File: src/rtl/hdpldadapt_cmn_cp_dist_pipe.sv
// Control-word distribution stage: sources or forwards a control value through a selectable-depth pipeline.
// Optional stability counter is built only when HDPLDADAPT_CMN_CP_DIST_STABLE_EN is defined.
module hdpldadapt_cmn_cp_dist_pipe #(
  parameter int unsigned WIDTH      = 1,
  parameter int unsigned DEPTH      = 4,
  parameter logic        RESET_VAL  = 1'b0,
  parameter int unsigned STABLE_CNT = 8,
  localparam int unsigned DW        = $clog2(DEPTH + 1)
) (
  input  logic             clk,
  input  logic             srst_n,
  input  logic             data_enable,
  input  logic [WIDTH-1:0] master_in,
  input  logic [WIDTH-1:0] dist_in,
  input  logic             r_dist_master,
  input  logic [DW-1:0]    r_dist_depth,
  output logic [WIDTH-1:0] dist_out,
  output logic [WIDTH-1:0] dist_tap,
  output logic             dist_change,
  output logic             dist_stable
);

  localparam logic [WIDTH-1:0] RST_WORD = {WIDTH{RESET_VAL}};

  if (WIDTH == 0 || WIDTH > 64) begin : g_bad_width
    $error("WIDTH must be in 1..64");
  end
  if (DEPTH == 0 || DEPTH > 8) begin : g_bad_depth
    $error("DEPTH must be in 1..8");
  end
  if (STABLE_CNT == 0 || STABLE_CNT > 255) begin : g_bad_stable_cnt
    $error("STABLE_CNT must be in 1..255");
  end

  logic [WIDTH-1:0]              src_c;
  logic [DW-1:0]                 depth_c;
  logic [DEPTH-1:0][WIDTH-1:0]   pipe_q, pipe_d;
  logic [DEPTH:0][WIDTH-1:0]     stage_c;
  logic [WIDTH-1:0]              tap_q, tap_d;
  logic [WIDTH-1:0]              prev_q;
  logic                          change_q, change_d;

  assign src_c   = r_dist_master ? master_in : dist_in;
  assign depth_c = (r_dist_depth > DW'(DEPTH)) ? DW'(DEPTH) : r_dist_depth;

  // stage_c[0] is the live source, stage_c[k] is pipeline stage k
  assign stage_c  = {pipe_q, src_c};
  assign dist_out = stage_c[depth_c];
  assign dist_tap = (depth_c == '0) ? dist_in : tap_q;
  assign change_d = (dist_out != prev_q);

  always_comb begin
    pipe_d = pipe_q;
    tap_d  = tap_q;
    if (data_enable) begin
      pipe_d = stage_c[DEPTH-1:0];
      tap_d  = dist_in;
    end
  end

  // prev_q tracks dist_out every clock so CRAM-induced switches also register as changes
  always_ff @(posedge clk) begin
    if (!srst_n) begin
      pipe_q   <= {DEPTH{RST_WORD}};
      tap_q    <= RST_WORD;
      prev_q   <= RST_WORD;
      change_q <= 1'b0;
    end else begin
      pipe_q   <= pipe_d;
      tap_q    <= tap_d;
      prev_q   <= dist_out;
      change_q <= change_d;
    end
  end

  assign dist_change = change_q;

`ifdef HDPLDADAPT_CMN_CP_DIST_STABLE_EN
  localparam int unsigned CW = $clog2(STABLE_CNT + 1);

  logic [CW-1:0] cnt_q, cnt_d;
  logic          stable_q;

  // a change clears the count even on an enabled cycle
  always_comb begin
    cnt_d = cnt_q;
    if (change_d) begin
      cnt_d = '0;
    end else if (data_enable && (cnt_q != CW'(STABLE_CNT))) begin
      cnt_d = cnt_q + CW'(1);
    end
  end

  always_ff @(posedge clk) begin
    if (!srst_n) begin
      cnt_q    <= '0;
      stable_q <= 1'b0;
    end else begin
      cnt_q    <= cnt_d;
      stable_q <= (cnt_d == CW'(STABLE_CNT));
    end
  end

  assign dist_stable = stable_q;
`else
  assign dist_stable = 1'b0;
`endif

endmodule
File: config.mk
export PLATFORM = sky130hd
export DESIGN_NAME = hdpldadapt_cmn_cp_dist_pipe
export DESIGN_NICKNAME = d
export VERILOG_FILES = /design/src/rtl/hdpldadapt_cmn_cp_dist_pipe.sv
export SDC_FILE = /design/constraint.sdc
export NUM_CORES = 1
export LEC_CHECK = 0
export CAP_MARGIN = 20
export CORE_AREA = 4 4 41 43
export DETAILED_ROUTE_END_ITERATION = 7
export DIE_AREA = 0 0 45 47
export GPL_TIMING_DRIVEN = 0
export HOLD_SLACK_MARGIN = 0.12
export RECOVER_POWER = 25
export REMOVE_ABC_BUFFERS = 1
export SKIP_LAST_GASP = 1
export SYNTH_ARGS = -nofsm -noshare
export SYNTH_HDL_FRONTEND = slang
export SYNTH_SLANG_ARGS = --single-unit
File: constraint.sdc
create_clock -name clk -period 3.16 [get_ports clk]
set_input_delay 0.948 -clock clk [delete_from_list [all_inputs] [get_ports clk]]
set_output_delay 0.948 -clock clk [all_outputs]
set_load 0.05 [all_outputs]
# Word-level counts from Yosys, hierarchy flattened
# Cells that the tools add are included.
[op_classes]
n_reduce_logical = 1
eq_ne = 1
n_mux = 5
n_lt_le_gt_ge = 2
[op_table]
columns = ["cell", "count"]
rows = [
  ["$lt A3 B4 Y1 const B", 1],
  ["$bmux W1 S3", 1],
  ["$gt A3 B3 Y1 const B", 1],
  ["$logic_not A3 Y1", 1],
  ["$mux W1", 3],
  ["$mux W3", 1],
  ["$ne A1 B1 Y1", 1],
]
[word_totals]
word_cells = 16
out_inout_bits = 4
input_bits = 9
regBits = 7

# Longest topological paths before layout
[logic_depth]
word_depth = 5
ltp_mapped = 4
depth_no_buf = 4

# Worst setup path before layout
# No wires, ideal clock.
[synth_timing]
kind = "in2out"
start = "input port r_dist_master"
end = "output port dist_out"
arrival_ns = 2.282
stages = 4
slack_ns = -0.070
path_cell_list = "mux2i_1 -> a221oi_4 -> nor3_1 -> a21oi_1"
[synth_via]
elab_chain_cells = 3
[synth_lines]
columns = ["item", "line_no", "source"]
rows = [
  ["start, declared", "15", "input logic r_dist_master,"],
  ["$mux W1", "43", "assign src_c = r_dist_master ? master_in : dist_in;"],
  ["$bmux W1 S3", "48", "assign dist_out = stage_c[depth_c];"],
  ["$mux W1 (implied by the code)", "48", ""],
  ["end, declared", "17", "output logic [WIDTH-1:0] dist_out,"],
]
# No other way between the ends. The select of a mux whose other input is x is not followed.

# Worst setup path after layout
[layout_timing]
start = "input port r_dist_depth[0]"
end = "output port dist_out"
[layout_via]
elab_chain_cells = 4
[layout_lines]
columns = ["item", "line_no", "source"]
rows = [
  ["start, declared", "16", "input logic [DW-1:0] r_dist_depth,"],
  ["$gt A3 B3 Y1", "44", "assign depth_c = (r_dist_depth > DW'(DEPTH)) ? DW'(DEPTH) : r_dist_depth;"],
  ["$mux W3 *", "44", ""],
  ["$bmux W1 S3 *", "48", ""],
  ["$mux W1 (implied by the code) *", "48", ""],
]
# Every way passes the cells marked *; elsewhere a longest branch is shown, timed or not. The select of a mux whose other input is x is not followed.

==> reports/qor.txt <==
outcome - completed
Root Driver - clkbuf_4
worst vdd ir - 165 uV
drt drc - 0
initial antenna violation count - 0
commonest non-fill, non-tap cells in the layout - dfxtp_1, nor2_1, dlygate4sd2_1
GRT Total Usage - 9.36%
Synth Area in Compound Gates - 18.7%
CP Data Arrival Time - 2.08 ns
IO buf count - 11
PwrDens - 424 mW/mm2
Clock Latency Late Sink - 0.25 ns
CTS max path bufs - 2
number of synthesized register bits - 7
worst slew pin tran - 0.496 ns
Wirelength per Cell - 11.4 um
Setup violations, final - 0
clock skew - 0.00453 ns
largest net degree at the start of global routing - 8
largest family of logic cells by synthesized area - multiplexers
crit path max fanout - 3
DR vias/cell - 4.58
post-route ant nets - 0
gp weighted congestion - 0.658
total core area - 0.00130 mm2
Setup crit start kind - primary input
I/O pin total - 13
H-tree Lvls - 1
first-pass GRT wire length - 1370 um
Leak - 0.244 nW
crit share post-route - 96.0%
simple-gate area share of the yosys netlist - 14.7%
Slew Viols, Final - 0
RSZ-0062 raised after global routing - false
drt first pass iters - 4
Mapped Avg Cell Area - 9.38 um2
# rows - 13
cell count after synthesis - 40
diode count - 0
Initial Utilization - 28.8%
die extent in x - 45 um
hpwl dp - 564 um
WL final - 806 um
share of cells above drive strength 1 - 30.4%
max-cap viol count - 0
post-synthesis xor/xnor area fraction - 2.33%
fin util - 41.9%
clk slew on worst S/H paths - 0.05 ns
Synth warnings - 0
mapped cell area - 375 um2
final hold violation count - 0
multiplexer share of the synthesized area - 19.0%
WS Path Type - primary input to output port
slew margin rel. - 66.8%
crit path time final - 3.03 ns
Post-Synth Adder-Cell Area - 0%
Hold WS - 0.498 ns
clk sinks - 7
vias post-DR - 325
die area - 0.00212 mm2
number of global-route vias before repair - 330
Req. time, crit path - 2.21 ns
gr ovfl total - 0
Power, Total - 231 uW
CTS tree - built
Layout area overhead - 45.3%
most common cell after layout, fill and taps aside - dfxtp_1
hold buffer count at cts - 0
FMAX - 330 MHz
sequential area share after synthesis - 37.3%
number of DRC markers in iteration 0 - 2
Yosys cell types - 18
crit end category - output port
CTS Buf Count - 3
Die Ht - 47 um
Nets - 66
min-delay worst type - flop to flop
-- critical path: stages --
cell and delay (ns):
dlygate4sd2_1 0.25, nor2b_4 0.21, mux2i_2 0.26, nor3_2 0.08, a21oi_1 0.12, buf_4 0.21
-- flip-flops by register name, indices dropped and copies added, names as in the netlist --
signal,cells
prev_q,1
pipe_q,4
dist_change,1
tap_q,1
-- power breakdown --
part           internal (mW)  switching (mW)
clock network         0.0481          0.0324
logic                 0.0235          0.0318
registers             0.0928         0.00265
-- layout make-up --
class | instances | area [um2]
flip-flops and latches | 7 | 140
repair buffers | 14 | 114
multi-input cells | 27 | 231
well taps | 15 | 18.8
fillers | 138 | 756
clock buffers | 4 | 26.3
inverters | 4 | 15.0
-- final timing paths --
kind                                 startpoint           to  slack [ns]  depth (start not counted)
worst max register to register        pipe_q[0]  dist_change        1.91                          5
worst min register to register            tap_q        tap_q        0.50                          2
worst min-delay path                      tap_q        tap_q        0.50                          2
worst max-delay path            r_dist_depth[0]     dist_out        0.13                          6
-- cell usage after synthesis --
| cell | n | share of area [%] |
|---|---|---|
| xor2_1 | 1 | 2.3 |
| o41ai_2 | 1 | 4.3 |
| a221oi_4 | 1 | 7.0 |
| nor3_1 | 3 | 4.0 |
| conb_1 | 1 | 1.0 |
| mux2_2 | 1 | 3.0 |
| buf_4 | 1 | 2.0 |
| a21oi_1 | 1 | 1.3 |
| inv_1 | 4 | 4.0 |
| nor2_1 | 5 | 5.0 |
| dfxtp_1 | 7 | 37 |
| a211oi_1 | 2 | 4.0 |
| clkbuf_1 | 1 | 1.0 |
| mux2i_1 | 6 | 16 |
| nor2b_2 | 1 | 2.3 |
| nand3_1 | 1 | 1.3 |
| o21a_1 | 1 | 2.0 |
| nand2_1 | 2 | 2.0 |
-- metrics by stage --
step           TNS [ns]  cells  area [um2]  setup slack [ns]
6_report              0     71         546             0.127
5_1_grt               0     71         546            0.0651
4_1_cts               0     71         549            0.0134
3_5_place_dp      -1.45     64         493            -0.890
3_3_place_gp      -1.43     64         493            -0.866
2_1_floorplan   -0.0698     38         364           -0.0698
-- logic make-up after synthesis --
kind of cell	after synthesis
multiplexers	7
other	1
flip-flops	7
buffers and inverters	6
XOR/XNOR	1
AO/OA/AOI/OAI	6
AND/OR/NAND/NOR	12
-- per-layer routing --
layer	GRT usage [%]	part of all wire, %	vias to the layer above
met1	12.6	50	147
li1	-	-	169
met4	7.02	0	0
met5	0	0	-
met3	3.45	7.6	0
met2	11.9	42	9
-- what timing repair did --
item | in CTS | in global routing
endpoints found under the hold margin | 0 | 0
cloned | 0 | 0
resized for setup | 22 | 2
pin swaps | 2 | 0
endpoints found under the setup margin | 2 | 1
buffers inserted | 3 | 0
(Power assumes the default switching activity.)
